[src/rtl/fetch_flow_ctrl.sv]
// -----------------------------------------------------------------------------
// fetch_flow_ctrl
//
// Purpose:
//   Fetch-side flow controller that sits between the ID stage, the hazard
//   information coming back from EX, the debug unit and the PC controller.
//   It does four things:
//     * detects load-use and branch-on-EX-result hazards and stalls fetch
//       while bubbling ID/EX,
//     * redirects fetch on jumps and taken branches (with an IF/ID flush),
//     * decodes HALT, lets the older instructions drain through EX/MEM/WB,
//       then parks the machine with o_halted raised,
//     * implements debug run / single-step control of the whole pipeline.
//
// Parameters:
//   ADDR_W        width of jump / branch target addresses
//   DRAIN_CYCLES  cycles the pipeline keeps running after HALT is decoded
//
// Ports:
//   i_clk, i_reset        clock and synchronous active-high reset
//   i_run, i_step         debug free-run level and single-step pulse
//   i_id_*                decode information for the instruction in ID
//   i_ex_*                destination / type of the instruction in EX
//   o_jump, o_jump_addr   redirect request to the PC controller
//   o_stall               hold PC and IF/ID
//   o_halt                freeze the PC
//   o_if_id_flush         turn IF/ID into a NOP at the next edge
//   o_id_ex_bubble        insert a NOP into ID/EX at the next edge
//   o_pipe_en             global enable for all pipeline registers
//   o_halted              program finished and pipeline drained
// -----------------------------------------------------------------------------
module fetch_flow_ctrl #(
    parameter int ADDR_W       = 32,
    parameter int DRAIN_CYCLES = 3
) (
    input  logic              i_clk,
    input  logic              i_reset,
    input  logic              i_run,
    input  logic              i_step,
    input  logic [4:0]        i_id_rs,
    input  logic [4:0]        i_id_rt,
    input  logic              i_id_uses_rt,
    input  logic              i_id_is_branch,
    input  logic              i_id_br_taken,
    input  logic [ADDR_W-1:0] i_id_br_target,
    input  logic              i_id_is_jump,
    input  logic [ADDR_W-1:0] i_id_jmp_target,
    input  logic              i_id_is_halt,
    input  logic              i_ex_mem_read,
    input  logic              i_ex_reg_write,
    input  logic [4:0]        i_ex_rd,
    output logic              o_jump,
    output logic [ADDR_W-1:0] o_jump_addr,
    output logic              o_stall,
    output logic              o_halt,
    output logic              o_if_id_flush,
    output logic              o_id_ex_bubble,
    output logic              o_pipe_en,
    output logic              o_halted
);

    // Guard against a zero-width counter if someone sets DRAIN_CYCLES to 0.
    localparam int CNT_W = (DRAIN_CYCLES < 1) ? 1 : $clog2(DRAIN_CYCLES + 1);
    localparam logic [CNT_W-1:0] CNT_LAST =
        (DRAIN_CYCLES < 1) ? '0 : CNT_W'(DRAIN_CYCLES - 1);

    typedef enum logic [2:0] {
        ST_PAUSE = 3'd0,
        ST_RUN   = 3'd1,
        ST_STEP  = 3'd2,
        ST_DRAIN = 3'd3,
        ST_DONE  = 3'd4
    } state_t;

    state_t           state_reg, state_next;
    logic [CNT_W-1:0] drain_cnt_reg, drain_cnt_next;

    // -------------------------------------------------------------------------
    // Source-register match against the EX destination.
    // Index 0 is rs, index 1 is rt.
    // -------------------------------------------------------------------------
    logic [4:0] src_reg [2];
    logic [1:0] src_match;

    assign src_reg[0] = i_id_rs;
    assign src_reg[1] = i_id_rt;

    generate
        for (genvar gi = 0; gi < 2; gi++) begin : g_src_match
            assign src_match[gi] = (i_ex_rd == src_reg[gi]);
        end
    endgenerate

    // r0 is hard-wired to zero, so a write to it never creates a dependency.
    logic ex_rd_nonzero;
    assign ex_rd_nonzero = (i_ex_rd != 5'd0);

    // Load-use only counts rt when the instruction actually reads rt, but a
    // branch always compares both operands in ID, so it depends on both.
    logic load_use;
    logic branch_dep;
    logic redirect;

    assign load_use   = i_ex_mem_read && ex_rd_nonzero &&
                        (src_match[0] || (i_id_uses_rt && src_match[1]));
    assign branch_dep = i_id_is_branch && i_ex_reg_write && ex_rd_nonzero &&
                        (src_match[0] || src_match[1]);
    assign redirect   = i_id_is_jump || (i_id_is_branch && i_id_br_taken);

    // -------------------------------------------------------------------------
    // State register
    // -------------------------------------------------------------------------
    always_ff @(posedge i_clk) begin
        if (i_reset) begin
            state_reg     <= ST_PAUSE;
            drain_cnt_reg <= '0;
        end else begin
            state_reg     <= state_next;
            drain_cnt_reg <= drain_cnt_next;
        end
    end

    // -------------------------------------------------------------------------
    // Next state and outputs
    // -------------------------------------------------------------------------
    always_comb begin
        state_next     = state_reg;
        drain_cnt_next = drain_cnt_reg;

        o_jump         = 1'b0;
        o_jump_addr    = '0;
        o_stall        = 1'b0;
        o_halt         = 1'b0;
        o_if_id_flush  = 1'b0;
        o_id_ex_bubble = 1'b0;
        o_pipe_en      = 1'b0;
        o_halted       = 1'b0;

        unique case (state_reg)
            ST_PAUSE: begin
                o_halt = 1'b1;
                if (i_run) begin
                    state_next = ST_RUN;
                end else if (i_step) begin
                    state_next = ST_STEP;
                end
            end

            ST_RUN, ST_STEP: begin
                o_pipe_en = 1'b1;

                // A single step always returns to PAUSE, even when the cycle
                // it granted was spent stalling. HALT below overrides this.
                if (state_reg == ST_STEP) begin
                    state_next = ST_PAUSE;
                end else if (!i_run) begin
                    state_next = ST_PAUSE;
                end

                // Hazard decode, highest priority first. A stalled HALT stays
                // in ID and is recognised once the hazard clears.
                if (load_use || branch_dep) begin
                    o_stall        = 1'b1;
                    o_id_ex_bubble = 1'b1;
                end else if (i_id_is_halt) begin
                    o_halt         = 1'b1;
                    o_if_id_flush  = 1'b1;
                    state_next     = ST_DRAIN;
                    drain_cnt_next = '0;
                end else if (redirect) begin
                    o_jump        = 1'b1;
                    o_if_id_flush = 1'b1;
                    o_jump_addr   = i_id_is_jump ? i_id_jmp_target
                                                 : i_id_br_target;
                end
            end

            ST_DRAIN: begin
                // Older instructions retire; anything fetched behind HALT is
                // squashed every cycle and no redirect or stall is honoured.
                o_pipe_en     = 1'b1;
                o_halt        = 1'b1;
                o_if_id_flush = 1'b1;
                if (drain_cnt_reg >= CNT_LAST) begin
                    state_next = ST_DONE;
                end else begin
                    drain_cnt_next = drain_cnt_reg + 1'b1;
                end
            end

            ST_DONE: begin
                o_halt   = 1'b1;
                o_halted = 1'b1;
            end

            default: begin
                state_next     = ST_PAUSE;
                drain_cnt_next = '0;
                o_halt         = 1'b1;
            end
        endcase
    end

endmodule

[config.mk]
export PLATFORM = sky130hd
export DESIGN_NAME = fetch_flow_ctrl
export DESIGN_NICKNAME = d
export VERILOG_FILES = /design/src/rtl/fetch_flow_ctrl.sv
export SDC_FILE = /design/constraint.sdc
export NUM_CORES = 1
export LEC_CHECK = 0
export BUFFER_PORTS_ARGS = -buffer_cell sky130_fd_sc_hd__buf_4
export CAP_MARGIN = 20
export CORE_MARGIN = 3
export CORE_UTILIZATION = 29
export CTS_CLUSTER_DIAMETER = 80
export DETAILED_ROUTE_END_ITERATION = 10
export GPL_TIMING_DRIVEN = 0
export PLACE_DENSITY_LB_ADDON = 0.2
export SYNTH_ARGS = -nofsm -noshare
export SYNTH_HDL_FRONTEND = slang
export SYNTH_SLANG_ARGS = --single-unit
[constraint.sdc]
create_clock -name i_clk -period 1.65 [get_ports i_clk]
set_clock_uncertainty 0.2 [all_clocks]
set_input_delay 0.165 -clock i_clk [delete_from_list [all_inputs] [get_ports i_clk]]
set_output_delay 0.165 -clock i_clk [all_outputs]
set_load 0.005 [all_outputs]
Yosys cells after proc, flatten, opt, wreduce, memory -nomap -nowiden
Cells that the tools add are included.
{"block": "totals", "ff_bits": 5, "latchBits": 0, "ramBits": 0, "mem_bits_ro": 0, "inputBits": 90, "output_inout_bits": 39, "wordCells": 66, "n_memories": 0}
{"block": "classes", "addsub": 1, "multipliers": 0, "n_div": 0, "order_cmp": 1, "n_eq_ne": 11, "shifts": 0, "mux": 31, "bitwise": 2, "reduce_logical": 18}
{"operator": "32-bit two-way mux", "n": 5}
{"operator": "3-bit two-way mux", "n": 7}
{"operator": "1-bit two-way mux", "n": 13}
{"operator": "3-bit case mux with 4 select lines", "n": 1}
{"operator": "5-bit equality test", "n": 2}
{"operator": "2-bit != test, second input constant", "n": 4}
{"operator": "1-bit logical AND", "n": 7}
{"operator": "3-bit by 2-bit equality test with 1-bit output, second input constant", "n": 2}
{"operator": "2-bit two-way mux", "n": 3}
{"operator": "2-bit case mux with 3 select lines", "n": 1}
{"operator": "5-bit nonzero test", "n": 1}
{"operator": "1-bit logical OR", "n": 4}
{"operator": "4-bit AND reduction", "n": 1}
{"operator": "2-bit OR reduction", "n": 2}
{"operator": "3-bit by 1-bit equality test with 1-bit output, second input constant", "n": 1}
{"operator": "3-bit equality test, second input constant", "n": 1}
{"operator": "3-bit logical NOT", "n": 1}
{"operator": "3-bit != test, second input constant", "n": 1}
{"operator": "3-bit AND reduction", "n": 1}
{"operator": "3-bit OR reduction", "n": 1}
{"operator": "2-bit by 1-bit adder with 2-bit output, second input constant", "n": 1}
{"operator": "2-bit >= comparator, second input constant", "n": 1}
{"operator": "1-bit NOT", "n": 2}
{"operator": "1-bit case mux with 2 select lines", "n": 1}

Logic depth before layout (Yosys ltp)
Gate-level depths: netlist of the first run.
{"block": "logic_depth", "word_depth": 7, "ltp_mapped": 7, "mapped_depth_nobuf": 7}

Worst setup path after synthesis of the first run
Ideal clock, no wire load.
{"block": "synth_path", "path_kind": "input to output", "from": "input i_ex_rd[1]", "to": "output o_stall", "t_arrival_ns": 1.333, "required_time_ns": 1.285, "path_slack_ns": -0.048, "path_stages": 6, "n_path_buf": 1, "path_cell_list": "xor2_1 -> nor4_1 -> a22oi_1 -> or3_4 -> inv_1 -> buf_4"}
{"block": "synth_via", "elab_chain_len": 7, "elab_cells_between_ends": 13}
{"element": "start: declaration", "line_no": "51", "source": "input logic [4:0] i_ex_rd,"}
{"element": "5-bit equality test", "line_no": "90", "source": "assign src_match[gi] = (i_ex_rd == src_reg[gi]);"}
{"element": "1-bit logical AND", "line_no": "105", "source": "(src_match[0] || (i_id_uses_rt && src_match[1]));"}
{"element": "1-bit logical OR", "line_no": "105"}
{"element": "1-bit logical AND", "line_no": "104", "source": "assign load_use = i_ex_mem_read && ex_rd_nonzero &&"}
{"element": "1-bit logical OR (*)", "line_no": "162", "source": "if (load_use || branch_dep) begin"}
{"element": "1-bit two-way mux (*) (2 in series)"}
{"element": "end: declaration", "line_no": "54", "source": "output logic o_stall,"}
Every way passes the cells marked *; elsewhere a longest branch is shown, timed or not.

Worst setup path after layout of the first run
{"block": "layout_path", "from": "register state_reg[1]", "to": "output o_jump_addr[25]"}
{"block": "layout_via", "elab_chain_len": 3, "elab_cells_between_ends": 4}
{"element": "start: declaration", "line_no": "75", "source": "state_t state_reg, state_next;"}
{"element": "start signal: assignment", "line_no": "118", "source": "state_reg <= state_next;"}
{"element": "3-bit by 2-bit equality test with 1-bit output / 3-bit by 1-bit equality test with 1-bit output (equally long branches)", "line_no": "139", "source": "unique case (state_reg)"}
{"element": "2-bit OR reduction (*)", "line_no": "139"}
{"element": "32-bit two-way mux (*)", "line_no": "139"}
{"element": "end: declaration", "line_no": "53", "source": "output logic [ADDR_W-1:0] o_jump_addr,"}
Marks and branches as above.

==> reports/results.md, run 1 <==
| Result | Reported | Unit |
| --- | --- | --- |
| Commonest non-fill, non-tap cell in the layout | sky130_fd_sc_hd__buf_4 | - |
| Critical path class | reg2out | - |
| Clock-pin slew reported for the worst setup and hold paths after clock tree synthesis | 0.04 | ns |
| Flip-flop count of the largest register after layout | 3 | - |
| Commonest cells after routing, fill and taps aside | sky130_fd_sc_hd__buf_4, sky130_fd_sc_hd__buf_6, sky130_fd_sc_hd__mux2i_1 | - |
| Weighted congestion reported at the end of routability-driven placement | 0.747 | - |
| Flip-flop and latch count after synthesis | 5 | - |
| Routed vias/inst | 4.81 | - |
| Number of enable-type register cells in the synthesized netlist | 0 | - |
| Post-Synthesis Cell Area | 0.00101 | mm² |
| Number of global-route vias before repair | 1,475 | - |
| Switching component of the power | 0.379 | mW |
| Total CTS buffers | 3 | - |
| Max-slew violation total from the final report | 0 | - |
| Path depth of the worst reg2reg path | 9 | - |
| Clock Tree Root | sky130_fd_sc_hd__clkbuf_4 | - |
| Htree depth | 1 | - |
| Violations in the final reports | setup timing | - |
| Via count | 1,620 | - |
| Clock power frac | 0.130 | - |
| Biggest area consumer among synthesized cells | sky130_fd_sc_hd__mux2i_1 | - |
| Sequential power share | 0.130 | - |
| Register area share after synthesis | 0.0994 | - |
| TritonCTS clock tree | done | - |
| Core ar. | 0.00318 | mm² |
| Data arrival time of the critical path | 1.70 | ns |
| Fraction of the cycle the final worst path needs | 1.25 | - |
| Critical Path End Type | output port | - |
| Outcome | complete, but fails checks | - |
| Number of top-level design ports | 129 | - |
| Actual transition at the worst max-transition pin | 0.707 | ns |
| Count of input and output buffers | 127 | - |
| Number of distinct library cells after synthesis | 31 | - |
| Die Y | 64.9 | µm |
| Final worst path period need | 2.07 | ns |
| Antenna fix cells | 0 | - |
| Die width | 64.9 | µm |
| Switching part of the total | 0.353 | - |
| RSZ-0062 raised after global routing | true | - |
| Tightest slew margin relative to the limit | 0.529 | - |
| Pwr per Cell Area | 404 | mW/mm² |
| Die ar. | 0.00422 | mm² |
| Worst Setup Slack post-DPL | -0.341 | ns |
| Effective utilization at floorplan | 0.317 | - |
| Initial antenna violation count | 0 | - |
| Final setup violation count | 41 | - |
| Post-Synthesis Cells | 142 | - |
| Area after detailed placement | 0.00211 | mm² |
| FP Rows | 20 | - |
| Max-cap violations | 0 | - |
| Endpoints failing hold | 0 | - |
| Final HPWL DP | 3390 | µm |
| Top cells by area, synth | sky130_fd_sc_hd__mux2i_1, sky130_fd_sc_hd__nor2_1, sky130_fd_sc_hd__dfxtp_1 | - |
| Worst ir drop on vdd | 561 | µV |
| Worst-case setup margin in the final layout | -0.416 | ns |
| Area share of the largest cell type after synthesis | 0.318 | - |
| Most used DFF post-synth | sky130_fd_sc_hd__dfxtp_1 | - |
| Total number of yosys warnings | 0 | - |
| Layout net count | 385 | - |
| Largest fanout of any net on the critical path | 7 | - |
| Required time of the worst setup path | 1.28 | ns |
| Startpoint kind of the worst setup timing path | flop | - |
| Area of all placed cells without fillers | 0.00265 | mm² |
| Cell Count Post-Placement | 313 | - |
| Worst hold path stage count | 3 | - |
| Final standard cell count with taps included and fillers excluded | 337 | - |
| Combined global-route utilization of all metal layers | 0.197 | - |
| Num Clock Sinks | 5 | - |
| Wire length of the first global-routing pass | 6730 | µm |
| Congestion Overflow GR | 0 | - |
| DRT iter0 DRCs | 62 | - |
| Final total power | 1.07 | mW |
| Layout overhead on the synthesized area | 163 | % |
| Final core area utilization | 0.835 | - |
| Clock Latency Late Sink | 0.24 | ns |
| Max clock buf depth | 2 | - |
| Class of the tightest hold or removal check | in2reg | - |
| Internal power contribution | 0.694 | mW |
| Average cell area after synthesis | 7.09 | µm² |
| Max Fclk | 484 | MHz |
| Static leakage | 1.34 | nW |
| DR WL/cell | 14.5 | µm |
| Syn_nets | 233 | - |
| Count of nets left with antenna violations after detail routing | 0 | - |
| Proportion of layout cells with a drive suffix above 1 | 0.700 | - |
| Drt first pass iters | 4 | - |
| Comb pwr share | 0.740 | - |
| Residual DRC | 0 | - |
| Pin count of the biggest net entering global routing | 11 | - |
| Share of async-settable or async-resettable flops after synthesis | 0 | - |
| Routed wire length | 4890 | µm |
[critical path: stages, from the launching register on]
cell and delay, ns:
sky130_fd_sc_hd__dfxtp_4 0.35, sky130_fd_sc_hd__xor2_2 0.20, sky130_fd_sc_hd__nand2_2 0.11, sky130_fd_sc_hd__nor3_4 0.22, sky130_fd_sc_hd__o21ai_4 0.15, sky130_fd_sc_hd__buf_6 0.18
sky130_fd_sc_hd__nor2_2 0.13, sky130_fd_sc_hd__buf_4 0.13
[power groups by stage]
stage          clock network, mW  registers, mW  logic [mW]
3_3_place_gp                   0          0.134       0.555
5_1_grt                    0.156          0.141       0.852
6_report                   0.139          0.140       0.795
2_1_floorplan                  0          0.133       0.264
3_5_place_dp                   0          0.134       0.562
4_1_cts                    0.144          0.141       0.665
[cell families (layout without fill, tap and decap cells)]
| family | after synthesis | in the layout | share of synthesized area |
|---|---|---|---|
| AOI/OAI and AO/OA | 23 | 23 | 0.165 |
| xor gates and xnor gates | 11 | 11 | 0.0956 |
| adders and majority gates | 1 | 1 | 0.0124 |
| buffers and inverters | 16 | 167 | 0.0696 |
| DFF | 5 | 5 | 0.0994 |
| muxes | 32 | 32 | 0.318 |
| and+or+nand+nor | 54 | 54 | 0.240 |
[stage by stage]
stage               setup TNS (ns)  hold slack, ns
floorplan                   -0.146          0.0341
global placement            -11.93           0.164
detailed placement          -11.59           0.165
CTS                          -9.98          0.0891
global route                -16.49           0.104
finish                      -12.99          0.0892
[per-layer routing]
metal | track usage | part of all wire | vias to the layer above
met4 | 0.0317 | 0 | 0
met3 | 0.0399 | 0.079 | 0
met5 | 0 | 0 | -
li1 | - | - | 793
met2 | 0.387 | 0.55 | 81
met1 | 0.217 | 0.37 | 746
[cell type report]
| type | count | area [µm²] |
|---|---|---|
| multi-input combinational | 121 | 1100 |
| buffer | 8 | 65.1 |
| tap | 44 | 55.1 |
| timing repair buffer | 149 | 1280 |
| fill | 178 | 524 |
| sequential | 5 | 108 |
| inverter | 6 | 25.0 |
| clock buffer | 4 | 26.3 |
[cells in the mapped netlist (2+ instances only)]
cell type                   count
sky130_fd_sc_hd__nor2_1        39
sky130_fd_sc_hd__a21o_1         2
sky130_fd_sc_hd__nand2_1        3
sky130_fd_sc_hd__o21ai_0        3
sky130_fd_sc_hd__o21ai_2        2
sky130_fd_sc_hd__a21oi_1        6
sky130_fd_sc_hd__inv_1          6
sky130_fd_sc_hd__o21bai_1       2
sky130_fd_sc_hd__nand2b_1       2
sky130_fd_sc_hd__dfxtp_1        5
sky130_fd_sc_hd__o2111ai_1      3
sky130_fd_sc_hd__clkbuf_1       4
sky130_fd_sc_hd__mux2i_1       32
sky130_fd_sc_hd__nor3_1         2
sky130_fd_sc_hd__xor2_1        11
sky130_fd_sc_hd__buf_2          5
[path summary, 6_finish.rpt]
kind	startpoint	end	slack [ns]
max reg2reg	state_reg[1]	state_reg[1]	-0.17
min reg2reg	drain_cnt_reg[0]	drain_cnt_reg[0]	0.30
max	state_reg[1]	o_jump_addr[25]	-0.42
min	i_step	state_reg[1]	0.09
[repair_timing]
| item | CTS | global route |
|---|---|---|
| gates cloned | 1 | 2 |
| hold buffers | 2 | 0 |
| endpoints found under the setup margin | 39 | 42 |
| endpoints found under the hold margin | 3 | 0 |
| pin swaps | 14 | 27 |
| resized for setup | 34 | 60 |
| buffers inserted | 13 | 5 |
(Power assumes the default switching activity.)
==> run 2: changes to the inputs <==
- PLACE_DENSITY_LB_ADDON: 0.2 -> 0.3
==> reports/results.md, run 2 (synthesis gave the netlist of run 1 again) <==
| Result | Reported | Unit | Delta |
| --- | --- | --- | --- |
| Startpoint kind of the worst setup timing path | primary input | - |  |
| Flip-flop count of the largest register after layout | 3 | - | unchanged |
| Routing usage on met1 | 0.226 | - | +0.00879 |
| Max-slew violation total from the final report | 0 | - | unchanged |
| Final worst path period need | 2.03 | ns | -0.0388 ns |
| Worst R2R Start | state_reg[1] | - |  |
| Max Fclk | 493 | MHz | +1.9% |
| Clock-pin slew reported for the worst setup and hold paths after clock tree synthesis | 0.04 | ns | about the same |
| Layer with the highest usage after global routing | met2 | - |  |
| Antenna fix cells | 0 | - | unchanged |
| Pin count of the biggest net entering global routing | 11 | - | unchanged |
| Drt first pass iters | 4 | - | unchanged |
| Core ar. | 0.00318 | mm² | unchanged |
| Total CTS buffers | 3 | - | unchanged |
| Endpoints failing hold | 0 | - | unchanged |
| Residual DRC | 0 | - | unchanged |
| Number of top-level design ports | 129 | - | unchanged |
| Static leakage | 1.34 | nW | +0.48% |
| Worst-case setup margin in the final layout | -0.377 | ns | +0.0388 ns |
| Congestion Overflow GR | 0 | - | unchanged |
| Layout net count | 382 | - | -0.78% |
| Required time of the worst setup path | 1.28 | ns | about the same |
| Commonest non-fill, non-tap cell in the layout | sky130_fd_sc_hd__buf_4 | - |  |
| Ordered list of cells on the worst path | buf_6 -> xor2_1 -> nor4_2 -> a22oi_2 -> buf_4 -> buf_6 -> or2_4 -> a21o_1 -> buf_6 | - |  |
| Fraction of the cycle the final worst path needs | 1.23 | - | -0.0235 |
| Via count | 1,621 | - | +0.062% |
| Startpoint of the lowest-slack hold path | i_run | - |  |
| TritonCTS clock tree | done | - |  |
| Global Route met3 Usage | 0.0295 | - | -0.0104 |
| CP max stage delay | 0.29 | ns | -0.06 ns |
| Outcome | complete, but fails checks | - |  |
| DRT iter0 DRCs | 42 | - | -32% |
| Final setup violation count | 41 | - | unchanged |
| Clock Tree Root | sky130_fd_sc_hd__clkbuf_4 | - |  |
| Critical Path End Type | output port | - |  |
| Cell type of the slowest stage on the worst timing path | sky130_fd_sc_hd__nor4_2 | - |  |
| Count of input and output buffers | 127 | - | unchanged |
| Routed wire length | 5260 | µm | +7.6% |
| Combined global-route utilization of all metal layers | 0.226 | - | +0.0283 |
| Proportion of layout cells with a drive suffix above 1 | 0.721 | - | +0.0210 |
| Weighted congestion reported at the end of routability-driven placement | 0.784 | - | +4.9% |
| Combined area of the multi-input logic cells | 0.00114 | mm² | +4.0% |
| RSZ-0062 raised after global routing | true | - |  |
| Worst ir drop on vdd | 655 | µV | +17% |
| Die ar. | 0.00422 | mm² | unchanged |
| Critical Path Most Common Cell | sky130_fd_sc_hd__buf_6 | - |  |
| FP Rows | 20 | - | unchanged |
| Die width | 64.9 | µm | unchanged |
| Final standard cell count with taps included and fillers excluded | 334 | - | -0.89% |
| DR WL/cell | 15.8 | µm | +8.6% |
| Num Clock Sinks | 5 | - | unchanged |
| Final HPWL DP | 3590 | µm | +5.7% |
| Layout overhead on the synthesized area | 168 | % |  |
| Data arrival time of the critical path | 1.66 | ns | -0.04 ns |
| Worst slack on hold paths | 0.0644 | ns | -0.0248 ns |
| Actual transition at the worst max-transition pin | 0.701 | ns | -0.00567 ns |
| Hold endpoint | state_reg[0] | - |  |
| Commonest cells after routing, fill and taps aside | sky130_fd_sc_hd__buf_4, sky130_fd_sc_hd__buf_6, sky130_fd_sc_hd__mux2i_1 | - |  |
| Count of nets left with antenna violations after detail routing | 0 | - | unchanged |
| Clock Latency Late Sink | 0.23 | ns | about the same |
| Cell Count Post-Placement | 313 | - | unchanged |
| Largest fanout of any net on the critical path | 2 | - | -5 |
| Path depth of the worst reg2reg path | 7 | - | -2 |
| Tightest slew margin relative to the limit | 0.533 | - | +0.00378 |
| Die Y | 64.9 | µm | unchanged |
| Number of global-route vias before repair | 1,717 | - | +16% |
| End of the worst register-to-register path | drain_cnt_reg[0] | - |  |
| Class of the tightest hold or removal check | in2reg | - |  |
| Initial antenna violation count | 0 | - | unchanged |
| Critical path class | in2out | - |  |
| Violations in the final reports | setup timing | - |  |
| Register-to-register setup slack | -0.15 | ns | +0.02 ns |
| Wire length of the first global-routing pass | 7710 | µm | +15% |
| Effective utilization at floorplan | 0.317 | - | unchanged |
| Count of filler cells inserted in the layout | 181 | - | +1.7% |
| Pwr per Cell Area | 410 | mW/mm² | +1.4% |
| Worst hold path stage count | 3 | - | unchanged |
| Seq. cell area | 108 | µm² | unchanged |
| Max clock buf depth | 2 | - | unchanged |
| Max-cap violations | 0 | - | unchanged |
| Met2 Use GR | 0.480 | - | +0.0932 |
| Routed vias/inst | 4.85 | - | +0.96% |
| Htree depth | 1 | - | unchanged |
==> run 2: cell types whose count changed in the layout (fill, tap and decap cells not counted), sizes merged <==
cell / previous run / this run
dlygate4sd3: 2 / 1
clkbuf: 9 / 8
buf: 150 / 149
==> run 2: final cells by class <==
| cell class | instances | area share |
|---|---|---|
| inverters | 6 | 0.00928 |
| flip-flops and latches | 5 | 0.0399 |
| multi-input cells | 121 | 0.424 |
| plain buffers | 8 | 0.0260 |
| repair buffers | 146 | 0.471 |
| clock buffers | 4 | 0.00974 |
| well taps | 44 | 0.0204 |
==> run 2: how the worst max path moves through the flow <==
stage	from	to	slack [ns]	depth (start not counted)
global route	i_id_rt[0]	o_halt	-0.47	9
detailed placement	i_ex_rd[0]	o_jump_addr[0]	-0.38	8
floorplan	i_ex_rd[0]	o_stall	-0.008	6
CTS	i_id_rt[1]	o_jump_addr[22]	-0.41	8
finish	i_id_rt[0]	o_halt	-0.38	9
global placement	i_ex_rd[0]	o_jump_addr[26]	-0.40	8
==> run 2: layer usage <==
layer,vias up,routed length [µm]
met5,-,0
met4,0,67
met3,6,331
met2,75,3040
met1,752,1820
li1,788,-
==> run 2: worst max-delay path: cells and delay by family <==
kind	cells	cell delay [ns]
and+or+nand+nor	2	0.52
xor gates and xnor gates	1	0.15
AOI/OAI and AO/OA	2	0.34
buffers and inverters	4	0.48
==> run 2: what timing repair did <==
item | 4_1_cts | 5_1_grt
gates resized for setup | 70 | 36
setup buffers | 12 | 4
hold endpoints to repair | 3 | 0
hold buffers | 1 | 0
gates cloned | 3 | 0
pin swaps | 43 | 15
endpoints found under the setup margin | 39 | 42
==> run 2: power breakdown <==
group          switching, mW  total (mW)  internal (mW)
registers             0.0134       0.144          0.131
logic                  0.342       0.829          0.486
clock network         0.0426       0.134         0.0909
==> run 2: metrics by stage <==
stage                     setup slack [ns]  setup TNS (ns)  power (mW)   util  cell area [µm²]
after global routing                -0.467          -15.27        1.17  0.848             2700
final                               -0.377          -13.04        1.11  0.848             2700
after floorplan                   -0.00786          -0.146       0.397      -             1100
after CTS                           -0.405          -14.44        1.01  0.794             2520
after global placement              -0.398          -13.98       0.690  0.665             2110
after detailed placement            -0.384          -13.44       0.698  0.665             2110
==> run 3: changes to the inputs <==
--- a/config.mk
+++ b/config.mk
@@ -13,4 +13,5 @@
 export DETAILED_ROUTE_END_ITERATION = 10
 export GPL_TIMING_DRIVEN = 0
+export MAX_ROUTING_LAYER = met4
 export PLACE_DENSITY_LB_ADDON = 0.3
 export SYNTH_ARGS = -nofsm -noshare
==> constraint.sdc (replaced) <==
create_clock -name i_clk -period 1.65 [get_ports i_clk]
set_clock_uncertainty 0.2 [all_clocks]
set_input_delay 0.2475 -clock i_clk [delete_from_list [all_inputs] [get_ports i_clk]]
set_output_delay 0.2475 -clock i_clk [all_outputs]
set_load 0.005 [all_outputs]
==> reports/results.md, run 3 (synthesis gave the netlist of run 1 again) <==
| Result | Reported | Unit | Delta |
| --- | --- | --- | --- |
| Outcome | complete, but fails checks | - |  |
| Violations in the final reports | setup timing | - |  |
| Data arrival time of the critical path | 1.71 | ns | +0.05 ns |
| Max clock buf depth | 2 | - | unchanged |
| Core ar. | 0.00318 | mm² | unchanged |
| Internal power contribution | 0.736 | mW | +3.9% |
| Wire length of the first global-routing pass | 7310 | µm | -5.2% |
| Congestion Overflow GR | 0 | - | unchanged |
| Worst slack on hold paths | 0.114 | ns | +0.0493 ns |
| Critical path class | in2out | - |  |
| Required time of the worst setup path | 1.20 | ns | -0.08 ns |
| Actual transition at the worst max-transition pin | 0.389 | ns | -0.312 ns |
| Flip-flop count of the largest register after layout | 3 | - | unchanged |
| Die ar. | 0.00422 | mm² | unchanged |
| Static leakage | 1.37 | nW | +1.9% |
| Ordered list of cells on the worst path | buf_8 -> or4_4 -> o21ai_4 -> o21ai_4 -> buf_6 -> buf_8 -> nor2_2 -> buf_4 | - |  |
| Worst hold path stage count | 3 | - | unchanged |
| Residual DRC | 0 | - | unchanged |
| Layout overhead on the synthesized area | 176 | % |  |
| End of the worst register-to-register path | drain_cnt_reg[1] | - |  |
| Pwr per Cell Area | 419 | mW/mm² | +2.1% |
| Hold endpoint | state_reg[0] | - |  |
| RSZ-0062 raised after global routing | true | - |  |
| Endpoints failing hold | 0 | - | unchanged |
| Die width | 64.9 | µm | unchanged |
| Via count | 1,677 | - | +3.5% |
| Initial antenna violation count | 0 | - | unchanged |
| Max-cap violations | 0 | - | unchanged |
| Buffers plus inverters on the worst setup path | 4 | - | unchanged |
| Drt first pass iters | 6 | - | +2 |
| Htree depth | 1 | - | unchanged |
| Commonest non-fill, non-tap cell in the layout | sky130_fd_sc_hd__buf_4 | - |  |
| Proportion of layout cells with a drive suffix above 1 | 0.752 | - | +0.0310 |
| Class of the tightest hold or removal check | in2reg | - |  |
| Worst-case setup margin in the final layout | -0.510 | ns | -0.133 ns |
| Number of top-level design ports | 129 | - | unchanged |
| Layout net count | 386 | - | +1.0% |
| Final setup violation count | 41 | - | unchanged |
| Final worst path period need | 2.16 | ns | +0.133 ns |
| Die Y | 64.9 | µm | unchanged |
| Max Fclk | 463 | MHz | -6.2% |
| Total CTS buffers | 3 | - | unchanged |
| Cell Count Post-Placement | 313 | - | unchanged |
| Dominant delay contributor by cell family on the critical path | simple AND/OR/NAND/NOR gates | - |  |
| TritonCTS clock tree | done | - |  |
| Clock-pin slew reported for the worst setup and hold paths after clock tree synthesis | 0.04 | ns | about the same |
| DR WL/cell | 16.9 | µm | +7.4% |
| Cell type of the slowest stage on the worst timing path | sky130_fd_sc_hd__or4_4 | - |  |
| Worst R2R Start | state_reg[1] | - |  |
| Effective utilization at floorplan | 0.317 | - | unchanged |
| Sequential power share | 0.125 | - | -0.005 |
| Switching component of the power | 0.427 | mW | +7.3% |
| Area of all placed cells without fillers | 0.00278 | mm² | +3.0% |
| Routed vias/inst | 4.96 | - | +2.2% |
| Switching part of the total | 0.367 | - | +0.00741 |
| Area after detailed placement | 0.00209 | mm² | -0.89% |
| Num Clock Sinks | 5 | - | unchanged |
| Clock power frac | 0.117 | - | -0.004 |
| Max-slew violation total from the final report | 0 | - | unchanged |
| DRT iter0 DRCs | 34 | - | -19% |
| Tightest slew margin relative to the limit | 0.741 | - | +0.208 |
| Clock Tree Root | sky130_fd_sc_hd__clkbuf_4 | - |  |
| Critical Path End Type | output port | - |  |
| Final sum of negative setup slack | -16.98 | ns | -3.94 ns |
| Commonest cells after routing, fill and taps aside | sky130_fd_sc_hd__buf_4, sky130_fd_sc_hd__buf_6, sky130_fd_sc_hd__mux2i_1 | - |  |
| Count of input and output buffers | 127 | - | unchanged |
| Startpoint kind of the worst setup timing path | primary input | - |  |
| Largest fanout of any net on the critical path | 5 | - | +3 |
| Register-to-register setup slack | -0.11 | ns | +0.04 ns |
| Weighted congestion reported at the end of routability-driven placement | 0.903 | - | +15% |
| Number of global-route vias before repair | 1,579 | - | -8.0% |
| Pin count of the biggest net entering global routing | 11 | - | unchanged |
| Clock Latency Late Sink | 0.23 | ns | about the same |
| Final HPWL DP | 3430 | µm | -4.3% |
| Final standard cell count with taps included and fillers excluded | 338 | - | +1.2% |
| FP Rows | 20 | - | unchanged |
| Path depth of the worst reg2reg path | 6 | - | -1 |
| Count of filler cells inserted in the layout | 170 | - | -6.1% |
| CP max stage delay | 0.54 | ns | +0.25 ns |
| Comb pwr share | 0.758 | - | +0.009 |
| Routed wire length | 5720 | µm | +8.7% |
| Worst ir drop on vdd | 569 | µV | -13% |
| Count of nets left with antenna violations after detail routing | 0 | - | unchanged |
| Antenna fix cells | 0 | - | unchanged |
| Combined global-route utilization of all metal layers | 0.224 | - | -0.00139 |
| Startpoint of the lowest-slack hold path | i_run | - |  |
| Fraction of the cycle the final worst path needs | 1.31 | - | +0.0809 |
-- run 3: final cells by class --
class | count | area, µm² | share of cell area
buffer | 7 | 65.1 | 0.0234
tap | 44 | 55.1 | 0.0198
sequential | 5 | 109 | 0.0392
multi-input combinational | 121 | 1170 | 0.421
inverter | 6 | 25.0 | 0.00901
timing repair buffer | 151 | 1330 | 0.478
clock buffer | 4 | 26.3 | 0.00946
-- run 3: layer usage --
metal | global-route usage | routed length, µm | share of wire | vias up
met5 | - | 0 | 0 | -
met4 | 0.0449 | 189 | 0.033 | 0
met3 | 0.0433 | 419 | 0.073 | 18
met2 | 0.434 | 3030 | 0.53 | 88
met1 | 0.232 | 2080 | 0.36 | 774
li1 | - | - | - | 797
-- run 3: tightest hold or removal path: cells and delay by family --
family,cells,cell delay [ns]
compound gates,2,0.17
buf+inv,1,0.09
-- run 3: worst max path at each step --
stage	from	endpoint	slack, ns	cells past startpoint
final	i_ex_rd[4]	o_jump_addr[18]	-0.51	8
after global routing	i_id_rt[0]	o_jump_addr[18]	-0.56	9
after floorplan	i_ex_rd[0]	o_jump_addr[0]	-0.18	5
after detailed placement	i_ex_rd[0]	o_jump_addr[17]	-0.51	7
after CTS	state_reg[0]	o_jump_addr[18]	-0.54	9
after global placement	i_ex_rd[0]	o_jump_addr[17]	-0.50	7
-- run 3: power groups by stage --
stage / sequential [mW] / combinational (mW) / clock [mW]
6_report: 0.145 / 0.882 / 0.136
5_1_grt: 0.146 / 0.931 / 0.152
4_1_cts: 0.134 / 0.750 / 0.141
3_5_place_dp: 0.134 / 0.554 / 0
3_3_place_gp: 0.134 / 0.548 / 0
2_1_floorplan: 0.133 / 0.256 / 0
-- run 3: through the flow --
step	power, mW	utilization	worst slack (ns)
2_1_floorplan	0.389	-	-0.178
3_3_place_gp	0.681	0.659	-0.500
3_5_place_dp	0.688	0.659	-0.507
4_1_cts	1.02	0.794	-0.539
5_1_grt	1.23	0.874	-0.564
6_report	1.16	0.874	-0.510
-- run 3: timing repair --
action | 4_1_cts | 5_1_grt
gates resized for setup | 67 | 62
cloned | 2 | 0
hold buffers | 1 | 0
endpoints found under the setup margin | 40 | 43
setup buffers | 15 | 8
hold endpoints to repair | 1 | 0
pin swaps | 30 | 26
